===== src/rtl/banco_registradores_wb.sv =====
// Write-back stage and 32x32 architectural register file with same-cycle bypass
// on both read ports, a forwarding output and a committed-write counter.

module registradorWb (
    input  logic        clock,
    input  logic        reset,
    input  logic        we,
    input  logic [31:0] d,
    output logic [31:0] q
);
    always_ff @(posedge clock or posedge reset) begin
        if (reset)   q <= '0;
        else if (we) q <= d;
    end
endmodule

module banco_registradores_wb (
    input  logic        clock,
    input  logic        reset,
    input  logic [31:0] dadoMemoria,
    input  logic [31:0] resultadoALU,
    input  logic [4:0]  rd,
    input  logic        memtoReg,
    input  logic        regWrite,
    input  logic [4:0]  rs,
    input  logic [4:0]  rt,
    output logic [31:0] dadoRs,
    output logic [31:0] dadoRt,
    output logic [31:0] dadoEscrito,
    output logic        escritaValida,
    output logic [15:0] numEscritas
);
    localparam int NUM_REGS = 32;

    logic [31:0] banco [NUM_REGS];
    logic        bypassAtivo;

    assign dadoEscrito   = memtoReg ? dadoMemoria : resultadoALU;
    assign escritaValida = regWrite && (rd != 5'd0);
    // Bypass is masked during reset so every read port shows the cleared file.
    assign bypassAtivo   = escritaValida && !reset;

    assign banco[0] = '0;

    for (genvar g = 1; g < NUM_REGS; g++) begin : gReg
        registradorWb uReg (
            .clock (clock),
            .reset (reset),
            .we    (escritaValida && (rd == 5'(g))),
            .d     (dadoEscrito),
            .q     (banco[g])
        );
    end

    always_comb begin
        dadoRs = banco[rs];
        if (rs == 5'd0)                    dadoRs = '0;
        else if (bypassAtivo && rs == rd)  dadoRs = dadoEscrito;
    end

    always_comb begin
        dadoRt = banco[rt];
        if (rt == 5'd0)                    dadoRt = '0;
        else if (bypassAtivo && rt == rd)  dadoRt = dadoEscrito;
    end

    always_ff @(posedge clock or posedge reset) begin
        if (reset)              numEscritas <= '0;
        else if (escritaValida) numEscritas <= numEscritas + 16'd1;
    end
endmodule


===== config.mk =====
export PLATFORM = sky130hd
export DESIGN_NAME = banco_registradores_wb
export DESIGN_NICKNAME = d
export VERILOG_FILES = /design/src/rtl/banco_registradores_wb.sv
export SDC_FILE = /design/constraint.sdc
export NUM_CORES = 2
export LEC_CHECK = 0
export CORE_ASPECT_RATIO = 1.1
export CORE_UTILIZATION = 38
export DETAILED_ROUTE_END_ITERATION = 12
export PLACE_DENSITY = 0.55
export SYNTH_ARGS = -nofsm -noshare
export SYNTH_HDL_FRONTEND = slang
export SYNTH_HIERARCHICAL = 1
export SYNTH_SLANG_ARGS = --single-unit

===== constraint.sdc =====
create_clock -name clock -period 3.8 [get_ports clock]
set_clock_uncertainty 0.1 [all_clocks]
set_input_delay 0.38 -clock clock [delete_from_list [all_inputs] [get_ports clock]]
set_output_delay 0.38 -clock clock [all_outputs]
set_load 0.02 [all_outputs]

* Yosys cells after proc, flatten, opt, wreduce, memory -nomap -nowiden *
Index checks and enable logic that the tools add are counted.

word-level totals
  logic and storage cells = 120
  bits in read-only memories = 0
  bits in latches = 0
  memories = 0
  register bits = 1008
  bits in writable memories = 0

operators by class
  shift operators = 0
  add/subtract/negate cells = 1
  multiply operators = 0
  reduce and logical (&&, ||, !) cells = 39
  bitwise logic cells = 2
  muxes and demuxes = 11
  div/mod/pow operators = 0
  equal/unequal tests = 33
  $lt $le $gt $ge = 2

operators with widths
  kind                     count
  $bmux W32 S5             2
  $mux W32                 9
  $eq A5 B5 Y1 const B     16
  $eq A5 B4 Y1 const B     8
  $logic_and A1 B1 Y1      35
  $eq A5 B3 Y1 const B     4
  $add A16 B1 Y16 const B  1
  $ge A6 B6 Y1 const B     2
  $not A5 Y6               2
  $eq A5 B2 Y1 const B     2
  $eq A5 B5 Y1             2
  $logic_not A5 Y1         2
  $eq A5 B1 Y1 const B     1
  $reduce_bool A5 Y1       1
  $logic_not A1 Y1         1

* Longest topological paths before layout *
  word-level depth = 6
  depth in mapped cells = 10
  depth with buffers taken out = 6

* By module *
Netlist, hierarchy kept.

by module, submodules not included
  module                  sequential area each (µm²)  cells an instance  area each (µm²)  instances
  registradorWb           800.8                       69                 1348.8           31
  banco_registradores_wb  400.4                       1600               18072.3          1

* Least setup slack after synthesis *
No wires, ideal clock.

  path type = input port to output port
  from = input rd[4]
  to = output dadoRs[29]
  path slack = 1.123 ns
  stages on the path = 9
  buffers on the path = 3
  data required time = 3.320 ns
  arrival time = 2.197 ns
  cell sequence = buf_6 > or4_4 > o21ai_4 > inv_2 > nand3_2 > buf_6 > buf_6 > nor2_1 > a31oi_1

between the ends
  longest elaborated chain between the ends = 6
  elaborated cells between the ends (all ways) = 7
  those cells by class = eq/ne (1); mux (2); reduce/logical (4)

ends and longest elaborated chain
  what                 RTL line  RTL
  start: declaration   22        input logic [4:0] rd,
  $reduce_bool A5 Y1   39        assign escritaValida = regWrite && (rd != 5'd0);
  $logic_and A1 B1 Y1  39
  net escritaValida    30        output logic escritaValida,
  $logic_and A1 B1 Y1  41        assign bypassAtivo = escritaValida && !reset;
  $logic_and A1 B1 Y1  58        else if (bypassAtivo && rs == rd) dadoRs = dadoEscrito;
  $mux W32             58
  $mux W32             57        if (rs == 5'd0) dadoRs = '0;
  end: declaration     27        output logic [31:0] dadoRs,

The timed path passes the listed nets, and every way through them passes these cells.

* Final worst setup path *
  from = input rt[4]
  to = output dadoRt[15]

between the ends
  longest elaborated chain between the ends = 6
  elaborated cells between the ends (all ways) = 9
  those cells by class = eq/ne (1); mux (5); bitwise (1); reduce/logical (2)

ends and longest elaborated chain
  what                                          RTL line  RTL
  start: declaration                            26        input logic [4:0] rt,
  $not A5 Y6 (implied by the code)              62        dadoRt = banco[rt];
  $bmux W32 S5                                  62
  $mux W32 (implied by the code) (2 in series)  62
  $mux W32                                      64        else if (bypassAtivo && rt == rd) dadoRt = dadoEscrito;
  $mux W32 *                                    63        if (rt == 5'd0) dadoRt = '0;
  end: declaration                              28        output logic [31:0] dadoRt,

Every way passes the cells marked *; elsewhere a longest branch is shown, timed or not. The select of a mux whose other input is x is not followed.

==> metrics.txt <==
Initial Util=38.3%; crit path from=rt[4]; FF-to-FF path depth=5; max_cap viols=0; P&R area growth vs syn=15.4%; placer congestion estimate=0.900; antenna violations before repair=6; Remaining DRCs=0; Cell Area, Synth=59900 um2; post-layout util=44.2%; HP Start=numEscritas[6]; DRT Pass-1 Iters=5; Reg-to-Reg End=numEscritas[15]; mean area per synthesized cell=16.0 um2; Post-Syn Nets=3823; final hold vios=0; Core ar.=156000 um2; GRT Total Usage=28.8%; Achievable Freq=263 MHz; Final setup viols=1; post-route design area=69100 um2; remaining antenna violation count=0; WP data arrival=3.33 ns; die area=159000 um2; CP Capture Type=primary output; Yosys cell types=56; DRT iter0 DRCs=4091; Clock Pin Slew Worst Setup and Hold Paths=0.06 ns; post-synthesis sequential area ratio=42.1%; Placed Cells=6031; post-route minimum period=3.81 ns; failing checks=negative setup slack; pin count of the biggest net entering global routing=52; I/O Pins=196; Seq cells post-synth=1008; placed cell areas=64900 um2; first-pass GRT wire length=326 mm; period utilization=100%; Ys Warns=6; Worst Max-Slew Pin Slew=1.18 ns; worst-path maximum fanout=13; CTS tree=yes; # rows=152; r2r setup slk=1.73 ns; fraction of registers with async set/reset=100%; critical path startpoint category=input port; worst vdd ir=377 uV; Leakage=29.8 nW; drt wl/cell=36.7 um; Nets=4157; WS Path Type=in -> out; PortBufs=195; worst setup margin=-0.00793 ns; drt via density=6.23; gr ovfl total=0; Post-synth EDFFs=0; HPWL Detailed=151 mm; unrepaired setup endpoints after global routing=yes; Non-Filler Instances=6251; worst hold path type=reg -> reg; status=finished, violations left; worst r2r src=numEscritas[3]; pre-CTS setup slack=-0.222 ns; vias in the first global route=40100; Syn Inst Count=3739; DIE WIDTH=381 um; WHS Path Cells=1; total CTS buffers=114; Root Driver=clkbuf_16; Pwr Density=530 nW/um2; clk_lat worst skew=0.76 ns; Die Y=418 um; Fin Setup TNS=-0.00793 ns; Hold EP=numEscritas[6]; CTS max path bufs=3; proportion of layout cells with a drive suffix above 1=53.5%; slew margin rel.=21.3%; Synth Flop Type=dfrtp_1; Fill cells=13900; commonest non-fill, non-tap cell in the layout=dfrtp_1; Slew Limit Fails=0; Worst Path Required=3.32 ns; CTS sink cnt=1008; most frequent cells in the layout=dfrtp_1 (1008), mux2_4 (930), mux4_2 (424); DR vias=38900; H-tree depth=3; final wirelength=229 mm
[worst max path at each step]
stage,cells after the start,slack [ns],endpoint
final,10,-0.008,dadoRt[15]
after global routing,9,0.009,dadoRt[11]
after CTS,8,0.001,dadoRt[11]
after detailed placement,9,-0.22,dadoRt[15]
after global placement,9,-0.24,dadoRt[15]
after floorplan,9,1.12,dadoRs[29]
[power breakdown]
part           internal [mW]  leakage (nW)  switching (mW)
clock network           7.10          1.98            5.02
registers               13.0          12.9            1.87
logic                   5.81          14.9            3.81
[synthesized netlist by cell type (22+ instances only)]
| library cell | number | area share [%] |
|---|---|---|
| a21oi_1 | 26 | 0.22 |
| mux2i_1 | 119 | 2.0 |
| o221ai_1 | 26 | 0.38 |
| mux4_2 | 424 | 16 |
| a22oi_1 | 36 | 0.45 |
| buf_2 | 74 | 0.62 |
| clkbuf_1 | 83 | 0.52 |
| o2111ai_1 | 26 | 0.38 |
| mux2_2 | 182 | 3.4 |
| buf_1 | 22 | 0.14 |
| inv_1 | 65 | 0.41 |
| nand2_1 | 70 | 0.44 |
| mux2_4 | 930 | 23 |
| buf_12 | 93 | 3.1 |
| a31oi_1 | 33 | 0.34 |
| a221oi_1 | 127 | 1.9 |
| buf_6 | 52 | 0.98 |
| o211ai_1 | 26 | 0.33 |
| nor2_1 | 117 | 0.73 |
| nor3_1 | 34 | 0.28 |
| dfrtp_1 | 1008 | 42 |
[layout make-up]
class,count,area [um2],area share (%)
diodes,1,2.50,0.00362
clock buffers,159,3260,4.72
clock inverters,55,783,1.13
inverters,67,251,0.364
multi-input cells,2319,31300,45.4
flip-flops and latches,1008,25200,36.5
well taps,2079,2600,3.77
repair buffers,563,5620,8.13
[critical path, stage by stage]
cell and delay [ns]:
buf_4 0.26, buf_4 0.27, and2_1 0.33, buf_4 0.28
buf_4 0.16, a221oi_1 0.08, o211ai_1 0.83, a31oi_2 0.31
buf_4 0.23, buf_4 0.15
[repair_timing]
action,4_1_cts,5_1_grt
endpoints found under the setup margin,1,4
gates cloned,0,0
endpoints found under the hold margin,115,0
setup buffers,0,3
pin swaps,1,2
gates resized for setup,2,7
hold buffers,2,0
[metrics by stage]
step	total power [mW]	hold slack, ns
after CTS	36.6	0.383
after global placement	24.3	0.362
final	36.6	0.385
after global routing	37.9	0.422
after detailed placement	24.5	0.374
after floorplan	21.3	0.194
[metal layers]
metal,GRT usage [%],vias to the layer above,wire (um)
li1,-,15200,-
met4,10.6,0,8980
met5,0,-,0
met2,43.4,2133,102000
met3,6.26,434,19600
met1,40.8,21200,99000
[cell families after synthesis]
logic type                 after synthesis  share of synthesized area, %
AOI/OAI and AO/OA                      340                          4.48
and+or+nand+nor                        298                          2.28
DFF                                   1008                          42.1
buffers and inverters                  412                          6.06
adders and majority gates                1                        0.0209
muxes                                 1655                          44.7
xor gates and xnor gates                25                         0.366
[flip-flops by register name (all words and copies together), names as in the netlist]
signal,cells
gReg.uReg/q,992
numEscritas,16
(Power assumes the default switching activity.)
